File: src/rtl/sand_pkg.sv
// -----------------------------------------------------------------------------
// sand_pkg
// Shared types and constants for the falling-sand frame-update sequencer.
//   sand_ctrl_state_t : states of the update FSM in sand_update_ctrl
//   sand_nbr_sel_t    : which landing candidate is being examined
//   CELL_EMPTY        : cell word value that marks an empty cell
// -----------------------------------------------------------------------------
package sand_pkg;

  typedef enum logic [2:0] {
    IDLE,
    RD_CUR,
    CHK_CUR,
    RD_NBR,
    CHK_NBR,
    WR_DST,
    WR_SRC,
    DONE
  } sand_ctrl_state_t;

  // Landing candidates in the order they are tried. DIAG1/DIAG2 map to
  // left/right depending on the per-frame parity bit.
  typedef enum logic [1:0] {
    BELOW,
    DIAG1,
    DIAG2
  } sand_nbr_sel_t;

  localparam int unsigned CELL_EMPTY = 0;

endpackage : sand_pkg

File: src/rtl/sand_scan_counter.sv
// -----------------------------------------------------------------------------
// sand_scan_counter
// Cell position tracker for the bottom-up grid scan. Keeps x, y and the linear
// cell address (y*GRID_W + x) in step so the address never needs a multiply.
//
// Ports
//   clk_i      in   clock
//   rst_i      in   asynchronous active-high reset
//   load_i     in   jump to the first scanned cell (x=0, y=GRID_H-2)
//   adv_i      in   step to the next cell in scan order
//   x_o        out  current column
//   y_o        out  current row
//   cur_addr_o out  linear address of the current cell
//   last_o     out  current cell is the final one (x=GRID_W-1, y=0)
// -----------------------------------------------------------------------------
module sand_scan_counter #(
  parameter int GRID_W     = 64,
  parameter int GRID_H     = 48,
  parameter int ADDR_WIDTH = 12
) (
  input  logic                        clk_i,
  input  logic                        rst_i,
  input  logic                        load_i,
  input  logic                        adv_i,
  output logic [$clog2(GRID_W)-1:0]   x_o,
  output logic [$clog2(GRID_H)-1:0]   y_o,
  output logic [ADDR_WIDTH-1:0]       cur_addr_o,
  output logic                        last_o
);

  localparam int XW = $clog2(GRID_W);
  localparam int YW = $clog2(GRID_H);

  localparam logic [XW-1:0]         X_MAX      = XW'(GRID_W - 1);
  localparam logic [XW-1:0]         X_ONE      = XW'(1);
  localparam logic [YW-1:0]         Y_START    = YW'(GRID_H - 2);
  localparam logic [YW-1:0]         Y_ONE      = YW'(1);
  localparam logic [ADDR_WIDTH-1:0] ADDR_START = ADDR_WIDTH'((GRID_H - 2) * GRID_W);
  localparam logic [ADDR_WIDTH-1:0] ADDR_ONE   = ADDR_WIDTH'(1);
  // Going from the end of row y to the start of row y-1 moves back one
  // full row plus the GRID_W-1 cells already walked in this row.
  localparam logic [ADDR_WIDTH-1:0] ROW_BACK   = ADDR_WIDTH'(2 * GRID_W - 1);

  logic [XW-1:0]         x_q, x_d;
  logic [YW-1:0]         y_q, y_d;
  logic [ADDR_WIDTH-1:0] addr_q, addr_d;

  always_comb begin
    x_d    = x_q;
    y_d    = y_q;
    addr_d = addr_q;
    if (load_i) begin
      x_d    = '0;
      y_d    = Y_START;
      addr_d = ADDR_START;
    end else if (adv_i) begin
      if (x_q == X_MAX) begin
        x_d    = '0;
        y_d    = y_q - Y_ONE;
        addr_d = addr_q - ROW_BACK;
      end else begin
        x_d    = x_q + X_ONE;
        addr_d = addr_q + ADDR_ONE;
      end
    end
  end

  always_ff @(posedge clk_i or posedge rst_i) begin
    if (rst_i) begin
      x_q    <= '0;
      y_q    <= '0;
      addr_q <= '0;
    end else begin
      x_q    <= x_d;
      y_q    <= y_d;
      addr_q <= addr_d;
    end
  end

  assign x_o        = x_q;
  assign y_o        = y_q;
  assign cur_addr_o = addr_q;
  assign last_o     = (x_q == X_MAX) && (y_q == '0);

endmodule : sand_scan_counter

File: src/rtl/sand_update_ctrl.sv
// -----------------------------------------------------------------------------
// sand_update_ctrl
// Frame-update sequencer for the falling-sand grid. Each start_i triggers one
// bottom-up scan of the cell RAM; every grain moves one row down if it can,
// straight down first, then diagonally (diagonal preference alternates each
// frame). Because landing cells are always in rows already scanned, a grain
// moves at most one row per frame.
//
// Ports
//   clk_i          in   clock
//   rst_i          in   asynchronous active-high reset
//   start_i        in   frame request, honoured only while idle
//   busy_o         out  scan in progress
//   done_o         out  one-cycle pulse after the scan finishes
//   mem_req_o      out  RAM access request
//   mem_grant_i    in   request accepted this cycle
//   mem_we_o       out  1 = write, 0 = read
//   mem_addr_o     out  cell address y*GRID_W + x
//   mem_wr_data_o  out  write data
//   mem_rd_data_i  in   read data, valid the cycle after a granted read
// -----------------------------------------------------------------------------
module sand_update_ctrl
  import sand_pkg::*;
#(
  parameter int GRID_W     = 64,
  parameter int GRID_H     = 48,
  parameter int ADDR_WIDTH = 12,
  parameter int DATA_WIDTH = 8
) (
  input  logic                  clk_i,
  input  logic                  rst_i,
  input  logic                  start_i,
  output logic                  busy_o,
  output logic                  done_o,
  output logic                  mem_req_o,
  input  logic                  mem_grant_i,
  output logic                  mem_we_o,
  output logic [ADDR_WIDTH-1:0] mem_addr_o,
  output logic [DATA_WIDTH-1:0] mem_wr_data_o,
  input  logic [DATA_WIDTH-1:0] mem_rd_data_i
);

  localparam int XW = $clog2(GRID_W);
  localparam int YW = $clog2(GRID_H);

  localparam logic [XW-1:0]         X_MAX      = XW'(GRID_W - 1);
  localparam logic [YW-1:0]         Y_LAST_ROW = YW'(GRID_H - 1);
  localparam logic [ADDR_WIDTH-1:0] ROW_STEP   = ADDR_WIDTH'(GRID_W);
  localparam logic [ADDR_WIDTH-1:0] ADDR_ONE   = ADDR_WIDTH'(1);
  localparam logic [DATA_WIDTH-1:0] EMPTY      = DATA_WIDTH'(CELL_EMPTY);

  // ---------------------------------------------------------------------------
  // Scan position
  // ---------------------------------------------------------------------------
  logic                  scan_load;
  logic                  scan_adv;
  logic [XW-1:0]         scan_x;
  logic [YW-1:0]         scan_y;
  logic [ADDR_WIDTH-1:0] scan_addr;
  logic                  scan_last;

  sand_scan_counter #(
    .GRID_W     (GRID_W),
    .GRID_H     (GRID_H),
    .ADDR_WIDTH (ADDR_WIDTH)
  ) u_scan (
    .clk_i      (clk_i),
    .rst_i      (rst_i),
    .load_i     (scan_load),
    .adv_i      (scan_adv),
    .x_o        (scan_x),
    .y_o        (scan_y),
    .cur_addr_o (scan_addr),
    .last_o     (scan_last)
  );

  // ---------------------------------------------------------------------------
  // State and registered outputs
  // ---------------------------------------------------------------------------
  sand_ctrl_state_t      state_q, state_d;
  sand_nbr_sel_t         nbr_sel_q, nbr_sel_d;
  logic [ADDR_WIDTH-1:0] nbr_addr_q, nbr_addr_d;
  logic [DATA_WIDTH-1:0] grain_q, grain_d;
  logic                  parity_q, parity_d;
  logic                  busy_q, busy_d;
  logic                  done_q, done_d;
  logic                  req_q, req_d;
  logic                  we_q, we_d;
  logic [DATA_WIDTH-1:0] wdata_q, wdata_d;
  logic                  step;

  // ---------------------------------------------------------------------------
  // Landing candidates for the grain at the current cell
  // ---------------------------------------------------------------------------
  logic [ADDR_WIDTH-1:0] below_addr;
  logic [ADDR_WIDTH-1:0] left_addr;
  logic [ADDR_WIDTH-1:0] right_addr;
  logic                  left_ok;
  logic                  right_ok;
  logic                  diag1_ok;
  logic                  diag2_ok;
  logic [ADDR_WIDTH-1:0] diag1_addr;
  logic [ADDR_WIDTH-1:0] diag2_addr;
  logic                  can_fall;

  assign below_addr = scan_addr + ROW_STEP;
  assign left_addr  = below_addr - ADDR_ONE;
  assign right_addr = below_addr + ADDR_ONE;

  // A diagonal that would leave the grid must be skipped: below-left of x=0
  // is really the last cell of the same row, not a neighbour.
  assign left_ok    = (scan_x != '0);
  assign right_ok   = (scan_x != X_MAX);

  // parity=0 prefers left first, parity=1 prefers right first.
  assign diag1_ok   = parity_q ? right_ok   : left_ok;
  assign diag2_ok   = parity_q ? left_ok    : right_ok;
  assign diag1_addr = parity_q ? right_addr : left_addr;
  assign diag2_addr = parity_q ? left_addr  : right_addr;

  // The bottom row is never loaded into the counter; this keeps a grain from
  // ever addressing below the grid should the scan range be changed.
  assign can_fall   = (scan_y != Y_LAST_ROW);

  always_comb begin
    // NOTE: every variable written here gets a default first, so no path can
    // leave one unassigned and infer a latch.
    state_d    = state_q;
    nbr_sel_d  = nbr_sel_q;
    nbr_addr_d = nbr_addr_q;
    grain_d    = grain_q;
    parity_d   = parity_q;
    scan_load  = 1'b0;
    scan_adv   = 1'b0;
    step       = 1'b0;

    case (state_q)
      IDLE: begin
        if (start_i) begin
          scan_load = 1'b1;
          state_d   = RD_CUR;
        end
      end

      RD_CUR: begin
        if (mem_grant_i) state_d = CHK_CUR;
      end

      CHK_CUR: begin
        if (mem_rd_data_i == EMPTY || !can_fall) begin
          step = 1'b1;
        end else begin
          grain_d    = mem_rd_data_i;
          nbr_sel_d  = BELOW;
          nbr_addr_d = below_addr;
          state_d    = RD_NBR;
        end
      end

      RD_NBR: begin
        if (mem_grant_i) state_d = CHK_NBR;
      end

      CHK_NBR: begin
        if (mem_rd_data_i == EMPTY) begin
          state_d = WR_DST;
        end else begin
          // Occupied: fall through to the next candidate still on the grid.
          case (nbr_sel_q)
            BELOW: begin
              if (diag1_ok) begin
                nbr_sel_d  = DIAG1;
                nbr_addr_d = diag1_addr;
                state_d    = RD_NBR;
              end else if (diag2_ok) begin
                nbr_sel_d  = DIAG2;
                nbr_addr_d = diag2_addr;
                state_d    = RD_NBR;
              end else begin
                step = 1'b1;
              end
            end
            DIAG1: begin
              if (diag2_ok) begin
                nbr_sel_d  = DIAG2;
                nbr_addr_d = diag2_addr;
                state_d    = RD_NBR;
              end else begin
                step = 1'b1;
              end
            end
            default: step = 1'b1;
          endcase
        end
      end

      WR_DST: begin
        if (mem_grant_i) state_d = WR_SRC;
      end

      WR_SRC: begin
        if (mem_grant_i) step = 1'b1;
      end

      DONE: begin
        parity_d = ~parity_q;
        state_d  = IDLE;
      end

      default: state_d = IDLE;
    endcase

    // Move on to the next cell, or finish after the last one.
    if (step) begin
      if (scan_last) begin
        state_d = DONE;
      end else begin
        scan_adv = 1'b1;
        state_d  = RD_CUR;
      end
    end

    // Outputs are decoded from the next state and registered, so they change
    // only on the clock edge and hold steady while a request waits for grant.
    busy_d  = !(state_d inside {IDLE, DONE});
    done_d  = (state_d == DONE);
    req_d   = (state_d inside {RD_CUR, RD_NBR, WR_DST, WR_SRC});
    we_d    = (state_d inside {WR_DST, WR_SRC});
    wdata_d = (state_d == WR_DST) ? grain_d : EMPTY;
  end

  // NOTE: state flops use non-blocking assignments so every flop samples the
  // pre-edge values, independent of statement order.
  always_ff @(posedge clk_i or posedge rst_i) begin
    if (rst_i) begin
      state_q    <= IDLE;
      nbr_sel_q  <= BELOW;
      nbr_addr_q <= '0;
      grain_q    <= '0;
      parity_q   <= 1'b0;
      busy_q     <= 1'b0;
      done_q     <= 1'b0;
      req_q      <= 1'b0;
      we_q       <= 1'b0;
      wdata_q    <= '0;
    end else begin
      state_q    <= state_d;
      nbr_sel_q  <= nbr_sel_d;
      nbr_addr_q <= nbr_addr_d;
      grain_q    <= grain_d;
      parity_q   <= parity_d;
      busy_q     <= busy_d;
      done_q     <= done_d;
      req_q      <= req_d;
      we_q       <= we_d;
      wdata_q    <= wdata_d;
    end
  end

  assign busy_o        = busy_q;
  assign done_o        = done_q;
  assign mem_req_o     = req_q;
  assign mem_we_o      = we_q;
  assign mem_wr_data_o = wdata_q;

  // Both address sources are flops; the select comes straight from the state
  // register, so the address is stable for as long as the state is.
  assign mem_addr_o = (state_q == RD_NBR || state_q == WR_DST) ? nbr_addr_q : scan_addr;

endmodule : sand_update_ctrl

File: config.mk
export PLATFORM = sky130hd
export DESIGN_NAME = sand_update_ctrl
export DESIGN_NICKNAME = d
export VERILOG_FILES = /design/src/rtl/sand_pkg.sv /design/src/rtl/sand_scan_counter.sv /design/src/rtl/sand_update_ctrl.sv
export SDC_FILE = /design/constraint.sdc
export NUM_CORES = 1
export LEC_CHECK = 0
export ABC_CLOCK_PERIOD_IN_PS = 4200
export CAP_MARGIN = 5
export CORE_MARGIN = 3
export CORE_UTILIZATION = 50
export CTS_CLUSTER_DIAMETER = 200
export DETAILED_ROUTE_END_ITERATION = 16
export PLACE_DENSITY = 0.78
export RECOVER_POWER = 50
export SLEW_MARGIN = 10
export SYNTH_ARGS = -nofsm -noshare
export SYNTH_HDL_FRONTEND = slang
export SYNTH_SLANG_ARGS = --single-unit
File: constraint.sdc
create_clock -name clk_i -period 4.2 [get_ports clk_i]
set_clock_uncertainty 0.2 [all_clocks]
set_input_delay 0.84 -clock clk_i [delete_from_list [all_inputs] [get_ports clk_i]]
set_output_delay 0.84 -clock clk_i [all_outputs]
set_load 0.05 [all_outputs]
==> impl_metrics.json, run 1 <==
{
  "yosys_register_bits": 62,
  "worst-path-buf-inv": 2,
  "violations": "max-capacitance violations, max-slew violations",
  "hp-class": "reg -> reg",
  "ant_nets": 0,
  "finalSetupViolCount": 0,
  "synth_top_area_share_pct": 34.08,
  "cts-buffers-inserted": 9,
  "root_buffer": "clkbuf_8",
  "use_met3_pct": 3.581,
  "synth_area_um2": 4552,
  "synth_edf_count": 0,
  "slowest_delay_ns": 0.70,
  "cp_max_fo": 12,
  "clock_latency_ns": 0.35,
  "cts_buffer_depth": 2,
  "hold_buffers": 0,
  "max_slew.worst_pin.slew_ns": 1.702,
  "fmax_ghz": 0.2762,
  "cp.arrival_ns": 2.58,
  "pwr-share-clk_pct": 14.4,
  "postSynthAreaPerCell_um2": 8.720,
  "startpoint_type": "flop",
  "power_frac_seq_pct": 26.8,
  "r2r_setup_slack_ns": 0.99,
  "grt_max_degree": 45,
  "place_congestion": 1.025,
  "setup_tns_ns": 0,
  "drive_above_1_share_pct": 11.90,
  "cts_resized": 0,
  "p_per_area_nw_per_um2": 750.5,
  "dpl-instance-area_um2": 4926,
  "seq_area_frac_synth_pct": 34.08,
  "status": "finished, violations left",
  "met2_usage_pct": 40.34,
  "grt_pass1_vias": 4136,
  "clock_sinks": 62,
  "final_common_cell": "dfrtp_1",
  "cts_tree": "yes",
  "wirelength_mm": 12.35,
  "core-area_um2": 8763,
  "critical_path.cell_chain": "nor2b_1, o21ai_1, buf_4, mux2_2, clkdlybuf4s50_1",
  "h-tree-depth": 3,
  "synth-warning-count": 0,
  "track_usage_pct": 24.99,
  "hpwl_mm": 8.632,
  "drt_iter0_drc": 386,
  "area_growth_pct": 12.53,
  "synth_flop_cell": "dfrtp_1",
  "fin_area_um2": 5122,
  "path_class": "reg -> out",
  "combPwrFrac_pct": 58.7,
  "worst_path_max_delay_cell": "clkdlybuf4s50_1",
  "drv_cap": 1,
  "cp-end-kind": "primary output",
  "initial_core_util_pct": 51.94,
  "drt-pass1-iter-count": 8,
  "overflow": 0,
  "vdd_drop_max_mv": 0.4736,
  "rows": 34,
  "report.final.slew_viol_count": 45,
  "power.internal_mw": 1.929,
  "p_switching_mw": 1.915,
  "avgRoutedWirePerCell_um": 18.88,
  "ys_top_cells_by_area": "dfrtp_1 34%, mux2_2 5.4%, xnor2_1 4.0%, a21oi_1 4.0%, nand2_1 3.2%",
  "async_reset_ff_share_pct": 100.0,
  "drc": 0,
  "use_met1_pct": 34.07,
  "num_io_pins": 36,
  "antenna_found_initial": 0,
  "die_area_um2": 10290,
  "clk_pin_slew_worst_paths_ns": 0.08,
  "p_leak_nw": 2.043,
  "via_per_inst": 6.485,
  "post_cts_buffers": 0,
  "cpLargestDelayFamily": "buffers and inverters",
  "diodes": 0,
  "syn_nets": 543,
  "relSlewSlack_pct": -13.61,
  "fin_crit_sh_pct": 86.21,
  "rsz0062_at_grt": "no",
  "nNetsFinal": 562,
  "die_x_um": 101.4,
  "ys_types": 82,
  "vias": 4241,
  "period_needed_ns": 3.621,
  "synth_top_cell_by_area": "dfrtp_1",
  "grt_busiest_layer": "met2",
  "swShare_pct": 49.82,
  "synthCells": 522,
  "mostFrequentLayoutCells": "62 x dfrtp_1, 39 x nand2_1, 36 x a21oi_1, 33 x nor2_1",
  "portBuffers": 35,
  "die_y_um": 101.4,
  "required_ns": 3.16,
  "grt_pass1_wl_mm": 20.53,
  "finalHoldViolCount": 0
}
[power groups by stage]
stage	Clock, mW	Combinational, mW	Sequential [mW]
floorplan	0	1.68	1.02
global placement	0	2.19	1.03
detailed placement	0	2.22	1.03
CTS	0.568	2.24	1.03
global route	0.595	2.42	1.06
finish	0.554	2.26	1.03
[layout make-up]
| cell class | count | area [µm²] |
|---|---|---|
| Multi-Input combinational cell | 407 | 2758 |
| Tap cell | 108 | 135.1 |
| Clock inverter | 6 | 70.07 |
| Timing Repair Buffer | 44 | 406.6 |
| Sequential cell | 62 | 1551 |
| Inverter | 17 | 63.81 |
| Fill cell | 769 | 3641 |
| Clock buffer | 10 | 137.6 |
[kinds of logic (layout without fill, tap and decap cells)]
kind of cell             after synthesis  in the layout  share of synthesized area, %
AND/OR/NAND/NOR                      193            193                         22.65
AO/OA/AOI/OAI                        149            149                         23.09
flip-flops                            62             62                         34.08
buffers and inverters                 53             77                         5.470
multiplexers                          29             29                         7.037
XOR/XNOR                              27             27                         5.195
adder cells (fa/ha/maj)                9              9                         2.474
[routing by layer]
layer  up-vias  wire length [µm]
met4         0               357
li1       1949                 -
met3        45               920
met2       236              5855
met5         -                 0
met1      2011              5217
[final timing paths]
kind | depth (start not counted) | endpoint | start
max | 5 | mem_addr_o[11] | state_q[1]$_DFF_PP0_
min | 1 | grain_q[5]$_DFF_PP0_ | grain_q[5]$_DFF_PP0_
max reg2reg | 7 | u_scan.cur_addr_o[2]$_DFFE_PP0P_ | u_scan.x_o[2]$_DFFE_PP0P_
min reg2reg | 1 | grain_q[5]$_DFF_PP0_ | grain_q[5]$_DFF_PP0_
max in group asynchronous | 3 | mem_wr_data_o[0]$_DFF_PP0_ | rst_i
min in group asynchronous | 2 | nbr_addr_q[8]$_DFFE_PP0P_ | rst_i
[registers in the layout, indices dropped and copies added, names as in the netlist]
| signal | cells |
|---|---|
| u_scan.cur_addr_o | 12 |
| mem_req_o | 1 |
| parity_q | 1 |
| nbr_sel_q | 2 |
| mem_wr_data_o | 8 |
| done_o | 1 |
| busy_o | 1 |
| state_q | 3 |
| nbr_addr_q | 12 |
| u_scan.x_o | 6 |
| u_scan.y_o | 6 |
| grain_q | 8 |
| mem_we_o | 1 |
[stage by stage]
step / setup slack [ns] / utilization (%) / cells / power (mW) / hold slack (ns)
3_5_place_dp: 0.5786 / 56.21 / 638 / 3.257 / 0.2795
6_report: 0.5793 / 58.45 / 654 / 3.844 / 0.2955
2_1_floorplan: 1.283 / - / 522 / 2.701 / 0.2651
4_1_cts: 0.5953 / 58.58 / 654 / 3.833 / 0.2964
3_3_place_gp: 0.6501 / 56.21 / 638 / 3.217 / 0.2741
5_1_grt: 0.4872 / 58.45 / 654 / 4.075 / 0.3072
[Yosys cell counts (all sizes together) (5+ instances only)]
master	number
nor2b	20
nor2	35
nor3	27
o21ai	33
inv	16
a31oi	8
buf	14
nand3	22
clkbuf	22
and3	16
xor2	6
dfrtp	62
ha	9
nor4	5
mux2	24
xnor2	21
nand2	39
o31ai	9
a211oi	10
a21oi	38
mux2i	5
(Power assumes the default switching activity.)
==> inputs of run 2 (changes only) <==
HOLD_SLACK_MARGIN = 0.1   (was default)
==> results of run 2 <==
The final DEF is identical to that of run 1; final timing and power are the same.
==> inputs of run 3 (changes only) <==
SLEW_MARGIN = default   (was 10)
==> results of run 3 <==
The final DEF is identical to that of run 1; final timing and power are the same.
